--- src/rtl/mem_arbiter_pkg.sv ---
// Shared types for the unified-memory arbiter: FSM states, access owner and
// the MEM_CS/MEM_RD control encodings used by the decode stage.
package mem_arbiter_pkg;

  typedef enum logic [1:0] {
    ST_IDLE   = 2'd0,
    ST_ACCESS = 2'd1,
    ST_DONE   = 2'd2
  } arb_state_t;

  typedef enum logic {
    OWN_IF = 1'b0,
    OWN_DM = 1'b1
  } owner_t;

  localparam logic MEM_CS_ON    = 1'b1;
  localparam logic MEM_CS_OFF   = 1'b0;
  localparam logic MEM_RD_READ  = 1'b1;
  localparam logic MEM_RD_WRITE = 1'b0;

  // Decode-side helper: a selected access that is not a read is a write.
  function automatic logic dm_we_from_ctrl(input logic mem_cs_ctl, input logic mem_rd_ctl);
    return (mem_cs_ctl == MEM_CS_ON) && (mem_rd_ctl == MEM_RD_WRITE);
  endfunction

endpackage

--- src/rtl/mem_arb_latency_cnt.sv ---
// Loadable down-counter that holds at zero; the zero flag marks the final
// cycle of a memory access.
module mem_arb_latency_cnt #(
  parameter int W = 1
) (
  input  logic         clk,
  input  logic         rst,
  input  logic         load,
  input  logic [W-1:0] load_val,
  input  logic         dec,
  output logic         zero
);

  logic [W-1:0] cnt_r;

  // Count register: load wins over decrement, never wraps below zero.
  always_ff @(posedge clk) begin
    if (rst) begin
      cnt_r <= {W{1'b0}};
    end else if (load) begin
      cnt_r <= load_val;
    end else if (dec && (cnt_r != {W{1'b0}})) begin
      cnt_r <= cnt_r - W'(1);
    end else begin
      cnt_r <= cnt_r;
    end
  end

  assign zero = (cnt_r == {W{1'b0}});

endmodule

--- src/rtl/mem_arbiter.sv ---
// Single-port unified memory arbiter between instruction fetch and data
// access. DM has priority; a streak limiter forces an IF grant eventually.
module mem_arbiter
  import mem_arbiter_pkg::*;
#(
  parameter int ADDR_W        = 32,
  parameter int DATA_W        = 32,
  parameter int MEM_LATENCY   = 2,
  parameter int DM_MAX_STREAK = 4
) (
  input  logic              clk,
  input  logic              rst,
  input  logic              if_req,
  input  logic [ADDR_W-1:0] if_addr,
  output logic              if_ack,
  output logic [DATA_W-1:0] if_rdata,
  input  logic              dm_req,
  input  logic              dm_we,
  input  logic [ADDR_W-1:0] dm_addr,
  input  logic [DATA_W-1:0] dm_wdata,
  output logic              dm_ack,
  output logic [DATA_W-1:0] dm_rdata,
  output logic              mem_cs,
  output logic              mem_we,
  output logic [ADDR_W-1:0] mem_addr,
  output logic [DATA_W-1:0] mem_wdata,
  input  logic [DATA_W-1:0] mem_rdata,
  output logic              stall
);

  localparam int CNT_W = (MEM_LATENCY > 1) ? $clog2(MEM_LATENCY) : 1;
  localparam int SW    = $clog2(DM_MAX_STREAK + 1);
  localparam logic [CNT_W-1:0] CNT_LOAD   = CNT_W'(MEM_LATENCY - 1);
  localparam logic [SW-1:0]    STREAK_MAX = SW'(DM_MAX_STREAK);

  arb_state_t        state_r;
  owner_t            owner_r;
  logic [SW-1:0]     streak_r;
  logic              if_ack_r;
  logic              dm_ack_r;
  logic [DATA_W-1:0] if_rdata_r;
  logic [DATA_W-1:0] dm_rdata_r;
  logic              mem_cs_r;
  logic              mem_we_r;
  logic [ADDR_W-1:0] mem_addr_r;
  logic [DATA_W-1:0] mem_wdata_r;

  logic              grant_valid_s;
  owner_t            grant_owner_s;
  logic [SW-1:0]     streak_nxt_s;
  logic              cnt_load_s;
  logic              cnt_dec_s;
  logic              cnt_zero_s;

  // Winner selection and next streak value; only consumed in IDLE.
  always_comb begin
    grant_valid_s = if_req | dm_req;
    grant_owner_s = OWN_IF;
    streak_nxt_s  = streak_r;
    if (dm_req && if_req) begin
      if (streak_r < STREAK_MAX) begin
        grant_owner_s = OWN_DM;
        streak_nxt_s  = streak_r + SW'(1);
      end else begin
        grant_owner_s = OWN_IF;
        streak_nxt_s  = {SW{1'b0}};
      end
    end else if (dm_req) begin
      grant_owner_s = OWN_DM;
    end else if (if_req) begin
      streak_nxt_s = {SW{1'b0}};
    end else begin
      grant_owner_s = OWN_IF;
    end
  end

  assign cnt_load_s = (state_r == ST_IDLE) && grant_valid_s;
  assign cnt_dec_s  = (state_r == ST_ACCESS) && !cnt_zero_s;

  mem_arb_latency_cnt #(.W(CNT_W)) u_lat_cnt (
    .clk      (clk),
    .rst      (rst),
    .load     (cnt_load_s),
    .load_val (CNT_LOAD),
    .dec      (cnt_dec_s),
    .zero     (cnt_zero_s)
  );

  // Arbiter FSM with all memory-side and requester-side outputs registered.
  always_ff @(posedge clk) begin
    if (rst) begin
      state_r     <= ST_IDLE;
      owner_r     <= OWN_IF;
      streak_r    <= {SW{1'b0}};
      if_ack_r    <= 1'b0;
      dm_ack_r    <= 1'b0;
      if_rdata_r  <= {DATA_W{1'b0}};
      dm_rdata_r  <= {DATA_W{1'b0}};
      mem_cs_r    <= MEM_CS_OFF;
      mem_we_r    <= 1'b0;
      mem_addr_r  <= {ADDR_W{1'b0}};
      mem_wdata_r <= {DATA_W{1'b0}};
    end else begin
      if_ack_r <= 1'b0;
      dm_ack_r <= 1'b0;
      case (state_r)
        ST_IDLE: begin
          if (grant_valid_s) begin
            state_r  <= ST_ACCESS;
            owner_r  <= grant_owner_s;
            streak_r <= streak_nxt_s;
            mem_cs_r <= MEM_CS_ON;
            if (grant_owner_s == OWN_DM) begin
              mem_we_r    <= dm_we;
              mem_addr_r  <= dm_addr;
              mem_wdata_r <= dm_wdata;
            end else begin
              mem_we_r    <= 1'b0;
              mem_addr_r  <= if_addr;
              mem_wdata_r <= {DATA_W{1'b0}};
            end
          end else begin
            state_r <= ST_IDLE;
          end
        end
        ST_ACCESS: begin
          if (cnt_zero_s) begin
            state_r  <= ST_DONE;
            mem_cs_r <= MEM_CS_OFF;
            mem_we_r <= 1'b0;
            // Writes leave both read-data registers untouched.
            if (!mem_we_r) begin
              if (owner_r == OWN_DM) begin
                dm_rdata_r <= mem_rdata;
              end else begin
                if_rdata_r <= mem_rdata;
              end
            end else begin
              dm_rdata_r <= dm_rdata_r;
            end
            if (owner_r == OWN_DM) begin
              dm_ack_r <= 1'b1;
            end else begin
              if_ack_r <= 1'b1;
            end
          end else begin
            state_r <= ST_ACCESS;
          end
        end
        ST_DONE: begin
          state_r <= ST_IDLE;
        end
        default: begin
          state_r  <= ST_IDLE;
          mem_cs_r <= MEM_CS_OFF;
          mem_we_r <= 1'b0;
        end
      endcase
    end
  end

  assign if_ack    = if_ack_r;
  assign dm_ack    = dm_ack_r;
  assign if_rdata  = if_rdata_r;
  assign dm_rdata  = dm_rdata_r;
  assign mem_cs    = mem_cs_r;
  assign mem_we    = mem_we_r;
  assign mem_addr  = mem_addr_r;
  assign mem_wdata = mem_wdata_r;
  assign stall     = (if_req & ~if_ack_r) | (dm_req & ~dm_ack_r);

endmodule

--- config.mk ---
export PLATFORM = sky130hd
export DESIGN_NAME = mem_arbiter
export DESIGN_NICKNAME = d
export VERILOG_FILES = /design/src/rtl/mem_arbiter_pkg.sv /design/src/rtl/mem_arb_latency_cnt.sv /design/src/rtl/mem_arbiter.sv
export SDC_FILE = /design/constraint.sdc
export NUM_CORES = 1
export LEC_CHECK = 0
export CAP_MARGIN = 20
export CORE_UTILIZATION = 44
export CTS_BUF_LIST = sky130_fd_sc_hd__clkbuf_8 sky130_fd_sc_hd__clkbuf_16
export DETAILED_ROUTE_END_ITERATION = 7
export GPL_ROUTABILITY_DRIVEN = 1
export PLACE_DENSITY = 0.86
export SLEW_MARGIN = 20
export SYNTH_ARGS = -nofsm -noshare
export SYNTH_HDL_FRONTEND = slang
export SYNTH_SLANG_ARGS = --single-unit
--- constraint.sdc ---
create_clock -name clk -period 4.4 [get_ports clk]
set_clock_uncertainty 0.05 [all_clocks]
set_input_delay 1.32 -clock clk [delete_from_list [all_inputs] [get_ports clk]]
set_output_delay 1.32 -clock clk [all_outputs]
set_load 0.03 [all_outputs]
Word level (Yosys, flattened, before mapping):

Cells that the tools add are included.

* $add $sub $neg: 2
* magnitude comparators: 1
* equality and inequality tests: 5
* multiplexer cells: 22
* bitwise gates (word level): 11
* reductions and logical operators: 13

Operator list (count)
* two-way mux 32 bit: 2
* two-way mux 1 bit: 12
* two-way mux 3 bit: 4
* AND reduction 4 bit: 3
* NOT 1 bit: 7
* case mux 1 bit (3 select lines): 2
* logical AND 1 bit: 4
* != test 2 bit, second input constant: 2
* case mux 2 bit (2 select lines): 1
* nonzero test 2 bit: 2
* adder 3 x 1 -> 3 bit, second input constant: 1
* less-than comparator 3 bit, second input constant: 1
* AND reduction 3 bit: 1
* OR reduction 3 bit: 1
* bitwise AND 1 bit: 2
* == test 2 x 1 -> 1 bit, second input constant: 1
* == test 2 bit, second input constant: 1
* zero test 2 bit: 1
* two-way mux 2 bit: 1
* != test 2 x 1 -> 1 bit, second input constant: 1
* OR 1 bit: 2
* AND reduction 2 bit: 1
* subtractor 1 bit, second input constant: 1

* bits in registers: 139
* input port bits: 133
* output and inout port bits: 133

Longest topological paths before layout:

Gate-level depths: netlist of the first run.

* word-level depth: 6
* gate-level depth with buffers: 6
* depth with buffers taken out: 3

Hierarchy:

A second synthesis of the first run with hierarchy kept.

* cells, all modules: 550
* area total of the unflattened synthesis: 5516.5 um^2

Modules (own cells, without submodules)
* mem_arbiter: instances 1, cells an instance 546, area each 5469.0 um^2
* mem_arb_latency_cnt: instances 1, cells an instance 4, area each 47.5 um^2

Worst setup path after synthesis of the first run:

OpenSTA, ideal clock, no wires.

* kind: input to output
* start point: in if_req
* end point: out stall
* data arrival time: 1959 ps
* required time: 3030 ps
* setup slack: 1071 ps
* stages: 3
* buffers on the path: 1
* cell sequence: buf_6 -> inv_1 -> o22ai_1

* word-level cells in the longest chain between the ends: 2

RTL lines
* start: declaration: line mem_arbiter.sv:13 `input logic if_req,`
* bitwise AND 1 bit: line mem_arbiter.sv:170 `assign stall = (if_req & ~if_ack_r) | (dm_req & ~dm_ack_r);`
* OR 1 bit: line mem_arbiter.sv:170
* end: declaration: line mem_arbiter.sv:28 `output logic stall`

No other way between the ends.

Worst setup path in the final report of the first run:

* start point: in dm_req
* end point: out stall

* word-level cells in the longest chain between the ends: 2

RTL lines
* start: declaration: line mem_arbiter.sv:17 `input logic dm_req,`
* bitwise AND 1 bit: line mem_arbiter.sv:170
* OR 1 bit: line mem_arbiter.sv:170

No other way between the ends.

==> results of run 1 <==
==> critical path, cell delays in order <==
cell,delay [ns]
clkdlybuf4s50_1,0.53
inv_1,0.07
o22ai_1,0.12
clkdlybuf4s50_1,0.70
==> flip-flops by register name, summed over array words and instances, names as in the netlist <==
register,count
streak_r,3
if_ack,1
owner_r,1
mem_we,1
mem_wdata,32
dm_ack,1
if_rdata,32
u_lat_cnt.cnt_r,1
dm_rdata,32
mem_cs,1
state_r,2
mem_addr,32
==> cell usage after synthesis, drive strengths merged <==
cell type  number
a21bo           1
a21boi          1
a21oi          39
a22o           32
a311oi         32
a32o            1
and2            1
and3            1
buf            27
clkbuf         21
dfxtp         139
ha              1
inv             4
mux2i          64
nand2          70
nand2b         97
nand3           1
nand3b          1
nand4           2
nor2            3
nor2b           3
nor3            3
nor4            3
o21a            1
o21ai           2
o22ai           1
o31ai           1
or2             1
or3b            1
or4             1
==> per-stage QoR <==
stage | util | cells | hold slack (ns) | power (W)
6_report | 0.729 | 983 | 0.412 | 0.00358
5_1_grt | 0.729 | 983 | 0.434 | 0.00372
4_1_cts | 0.727 | 982 | 0.409 | 0.00361
3_5_place_dp | 0.678 | 950 | 0.401 | 0.00218
3_3_place_gp | 0.678 | 950 | 0.396 | 0.00216
2_1_floorplan | - | 555 | 0.386 | 0.00184
==> cells by family after synthesis <==
logic type | count (synthesis)
compound gates | 111
buf+inv | 52
flops | 139
simple gates | 188
mux | 64
fa+ha+maj | 1
==> final cells by class <==
class,instances,area share
Clock buffer,18,0.0495
Clock inverter,14,0.0174
Inverter,4,0.00169
Multi-Input combinational cell,364,0.283
Sequential cell,139,0.314
Tap cell,168,0.0237
Timing Repair Buffer,276,0.310
==> per-layer routing <==
metal  global-route usage  up-vias
met5                    0        -
met4                0.139        0
met3               0.0773       51
met2                0.450      230
met1                0.253     2398
li1                     -     2429
==> worst paths after layout <==
kind	startpoint	cells past startpoint	endpoint	slack [ns]
worst max-delay path	dm_req	4	stall	0.28
worst min-delay path	streak_r[1]	2	streak_r[1]	0.41
worst max register to register	state_r[1]	5	mem_we	2.19
worst min register to register	streak_r[1]	2	streak_r[1]	0.41
==> power breakdown <==
group | internal [W] | switching (W)
Sequential | 0.00135 | 0.0000592
Combinational | 0.000359 | 0.000390
Clock | 0.000897 | 0.000524
Total | 0.00261 | 0.000973
==> results.sh, run 1 <==
export IMPL_status="finished clean"
export IMPL_initial_core_util=0.456
export IMPL_syn_to_final_growth_pct=59.8
export IMPL_fin_area_um2=8870
export IMPL_synthDistinctLibCells=36
export IMPL_io_pins=266
export IMPL_fp_row_count=40
export IMPL_overflow=0
export IMPL_synth_nets=689
export IMPL_die_w_um=114
export IMPL_seq_area_frac_synth=0.502
export IMPL_ir_drop_uv=331
export IMPL_setup_ws_ns=0.282
export IMPL_grt_pass1_wl_um=25400
export IMPL_synthTopCellsByArea="dfxtp_1 50%, mux2i_1 12%, nand2b_1 11%, a22o_1 5.1%, a311oi_1 5.1%"
export IMPL_hpwlAfterDp_um=11300
export IMPL_final_setup_tns_ns=0
export IMPL_highest_layer="met4"
export IMPL_fillers=906
export IMPL_gp_congestion=0.750
export IMPL_antenna_found_initial=0
export IMPL_max_freq_mhz=243
export IMPL_post_cts_buffers=0
export IMPL_p_leak_nw=3.48
export IMPL_yosysWarnings=0
export IMPL_netlist_area_um2=5550
export IMPL_clockRootBuffer="clkbuf_16"
export IMPL_finalCritPeriodShare=0.936
export IMPL_synthCells=555
export IMPL_synthXorXnorAreaFrac=0
export IMPL_fin_nets=936
export IMPL_cp_arrival_ns=2.75
export IMPL_synth_compound_area_frac=0.148
export IMPL_tightest_slew_ns=0.775
export IMPL_report_final_slew_viol_count=0
export IMPL_wl_met1_um=5970
export IMPL_fin_crit_ns=4.12
export IMPL_cts_sinks=139
export IMPL_synth_simple_area_share=0.184
export IMPL_route_detailed_drc=0
export IMPL_numCtsBuffers=17
export IMPL_port_buffers=265
export IMPL_path_class="primary input to primary output"
export IMPL_grt_max_degree=91
export IMPL_placed_area_um2=8250
export IMPL_dr_wl_met3_um=1180
export IMPL_drive_gt1_frac=0.0626
export IMPL_hold_buffers=0
export IMPL_cts_tree="built"
export IMPL_clkTransAtPathRegs_ns=0.06
export IMPL_slew_headroom=0.483
export IMPL_synth_top_family_by_area="simple AND/OR/NAND/NOR gates"
export IMPL_synth_mux_area_frac=0.115
export IMPL_hold_class="register to register"
export IMPL_track_usage=0.248
export IMPL_critPathMaxFanout=6
export IMPL_cts_resized=0
export IMPL_drv_cap=0
export IMPL_drt_pass1_iter_count=5
export IMPL_cts_path_max_buffers=2
export IMPL_setup_violations_final=0
export IMPL_cts_htree_levels=4
export IMPL_start_kind="primary input"
export IMPL_layout_common_cells="264 x clkdlybuf4s50_1, 139 x dfxtp_1, 97 x nand2b_1"
export IMPL_post_synth_top_area_cell="dfxtp_1"
export IMPL_synthAdderAreaFrac=0.00226
export IMPL_multi_input_area_um2=2510
export IMPL_die_h_um=114
export IMPL_drt_wl_total_um=16000
export IMPL_final_common_cell="clkdlybuf4s50_1"
export IMPL_clk_latency_ns=0.40
export IMPL_ys_seq_elements=139
export IMPL_grt_pass1_vias=5291
export IMPL_cp_end_kind="primary output"
export IMPL_num_vias=5108
export IMPL_rsz0062_at_grt="false"
export IMPL_vias_per_cell=5.20
export IMPL_drt_iter0_drc=288
export IMPL_powerDensity_nw_per_um2=404
export IMPL_avgSynthCellArea_um2=10.0
export IMPL_antenna_left=0
export IMPL_diodes=0
export IMPL_dp_slack_ns=0.291
export IMPL_routedWlPerCell_um=16.3
export IMPL_core_area_um2=12200
export IMPL_hold_violations=0
export IMPL_cp_required_ns=3.03
export IMPL_seqCellArea_um2=2780
export IMPL_routed_wl_met2_um=8140
export IMPL_dieArea_um2=13100
export IMPL_netlist_area_leader_share=0.502
No activity file was read; power rests on OpenSTA's default activity.
==> run 2, diff against run 1 <==
--- a/config.mk
+++ b/config.mk
@@ -6,11 +6,11 @@
 export NUM_CORES = 1
 export LEC_CHECK = 0
 export CAP_MARGIN = 20
-export CORE_UTILIZATION = 44
+export CORE_UTILIZATION = 37
 export CTS_BUF_LIST = sky130_fd_sc_hd__clkbuf_8 sky130_fd_sc_hd__clkbuf_16
 export DETAILED_ROUTE_END_ITERATION = 7
 export GPL_ROUTABILITY_DRIVEN = 1
-export PLACE_DENSITY = 0.86
+export PLACE_DENSITY = 0.77
 export SLEW_MARGIN = 20
 export SYNTH_ARGS = -nofsm -noshare
 export SYNTH_HDL_FRONTEND = slang
==> constraint.sdc (replaced) <==
create_clock -name clk -period 3.6 [get_ports clk]
set_clock_uncertainty 0.05 [all_clocks]
set_input_delay 1.08 -clock clk [delete_from_list [all_inputs] [get_ports clk]]
set_output_delay 1.08 -clock clk [all_outputs]
set_load 0.03 [all_outputs]
==> run 2 against run 1 <==
Compared with the run above:
- clock power increased by 18%
- first-iteration DRC count up 8.0%
- core utilization is 12 points lower
- sequential share of layout area is 0.14 points lower
- die area rose by 19%
- critical path depth unchanged
==> results.sh, run 2 (synthesized netlist as in run 1, its figures left out) <==
export IMPL_core_area_um2=14600
export IMPL_drt_iter0_drc=311
export IMPL_use_met3=0.0528
export IMPL_layout_common_cells="263 x clkdlybuf4s50_1, 139 x dfxtp_1, 97 x nand2b_1"
export IMPL_fillers=1161
export IMPL_slew_headroom=0.551
export IMPL_dieArea_um2=15500
export IMPL_grt_use_met2=0.364
export IMPL_hold_slack_ns=0.422
export IMPL_seqCellArea_um2=2780
export IMPL_cp_startpoint="dm_req"
export IMPL_port_buffers=265
export IMPL_use_met1=0.233
export IMPL_busiest_layer="met2"
export IMPL_vias_per_cell=5.00
export IMPL_clkTransAtPathRegs_ns=0.06
export IMPL_multi_input_area_um2=2510
export IMPL_clk_latency_ns=0.41
export IMPL_die_w_um=124
export IMPL_tightest_slew_ns=0.673
export IMPL_critPathMaxFanout=6
export IMPL_diodes=0
export IMPL_cts_tree="built"
export IMPL_hpwlAfterDp_um=11400
export IMPL_powerDensity_nw_per_um2=485
export IMPL_fin_area_um2=8910
export IMPL_final_common_cell="clkdlybuf4s50_1"
export IMPL_cts_sinks=139
export IMPL_dp_slack_ns=0.385
export IMPL_max_freq_mhz=308
export IMPL_reg2reg_from="state_r[1]"
export IMPL_route_detailed_drc=0
export IMPL_cp_arrival_ns=2.11
export IMPL_power_share_sequential=0.398
export IMPL_die_h_um=124
export IMPL_fin_crit_ns=3.24
export IMPL_final_setup_tns_ns=0
export IMPL_overflow=0
export IMPL_post_cts_buffers=0
export IMPL_hold_class="register to register"
export IMPL_clockRootBuffer="clkbuf_16"
export IMPL_rsz0062_at_grt="false"
export IMPL_fp_row_count=44
export IMPL_syn_to_final_growth_pct=60.5
export IMPL_cp_end_kind="primary output"
export IMPL_drt_pass1_iter_count=4
export IMPL_initial_core_util=0.380
export IMPL_switching_share=0.275
export IMPL_p_int_w=0.00313
export IMPL_start_kind="primary input"
export IMPL_antenna_left=0
export IMPL_cts_htree_levels=4
export IMPL_clkPwrFrac=0.389
export IMPL_cp_required_ns=2.47
export IMPL_setup_violations_final=0
export IMPL_p_sw_w=0.00119
export IMPL_min_from="mem_wdata[22]"
export IMPL_placed_area_um2=8320
export IMPL_numCtsBuffers=17
export IMPL_grt_pass1_wl_um=25700
export IMPL_setup_ws_ns=0.358
export IMPL_ir_drop_uv=336
export IMPL_p_leak_nw=3.48
export IMPL_num_vias=5023
export IMPL_cts_resized=0
export IMPL_finalCritPeriodShare=0.901
export IMPL_antenna_found_initial=0
export IMPL_grt_pass1_vias=5160
export IMPL_track_usage=0.205
export IMPL_power_w=0.00432
export IMPL_hold_violations=0
export IMPL_io_pins=266
export IMPL_cts_path_max_buffers=2
export IMPL_fin_nets=941
export IMPL_drt_wl_total_um=15700
export IMPL_status="finished clean"
export IMPL_report_final_slew_viol_count=0
export IMPL_grt_max_degree=65
export IMPL_routedWlPerCell_um=15.6
export IMPL_combPwrFrac=0.213
export IMPL_drv_cap=0
export IMPL_reg2reg_slack_ns=1.66
export IMPL_path_class="primary input to primary output"
export IMPL_gp_congestion=0.766
export IMPL_hold_buffers=0
export IMPL_drive_gt1_frac=0.0707
run 2: cell count changes in the layout (fill, tap and decap cells not counted):
| cell | before | now |
|---|---|---|
| clkinv_2 | 6 | 3 |
| clkinvlp_4 | 4 | 6 |
| buf_16 | 1 | 0 |
| buf_12 | 0 | 1 |
| clkbuf_8 | 1 | 5 |
| clkdlybuf4s50_1 | 264 | 263 |
| inv_1 | 5 | 4 |
| buf_4 | 11 | 17 |
| bufinv_16 | 3 | 1 |
run 2: area by class of cell:
class                      count  area share
inverter                       4     0.00169
sequential                   139       0.312
timing repair buffer         281       0.312
clock inverter                10      0.0101
clock buffer                  22      0.0555
tap                          184      0.0258
multi-input combinational    364       0.282
run 2: path summary, 6_finish.rpt:
| path | to | cells after the start |
|---|---|---|
| worst min register to register | mem_wdata[22] | 1 |
| worst max register to register | mem_addr[6] | 4 |
| worst min-delay path | mem_wdata[22] | 1 |
| worst max-delay path | stall | 4 |
run 2: metal layers:
layer  vias up  wire length [um]
met2       193              7890
met1      2352              6570
li1       2454                 -
met3        24               901
met4         0               347
met5         -                 0
run 2: worst max-delay path: stages:
cell             delay, ns
clkdlybuf4s50_1       0.56
inv_1                 0.08
o22ai_1               0.22
buf_12                0.16
run 2: power by group through the flow:
stage	clock network, W	registers (W)	logic (W)
3_3_place_gp	0	0.00175	0.000905
5_1_grt	0.00179	0.00173	0.000976
4_1_cts	0.00172	0.00172	0.000925
2_1_floorplan	0	0.00194	0.000302
6_report	0.00168	0.00172	0.000920
3_5_place_dp	0	0.00175	0.000921
run 2: metrics by stage:
stage,utilization,cells
after detailed placement,0.570,972
final,0.610,1004
after global routing,0.610,1004
after floorplan,-,555
after CTS,0.610,1004
after global placement,0.570,972
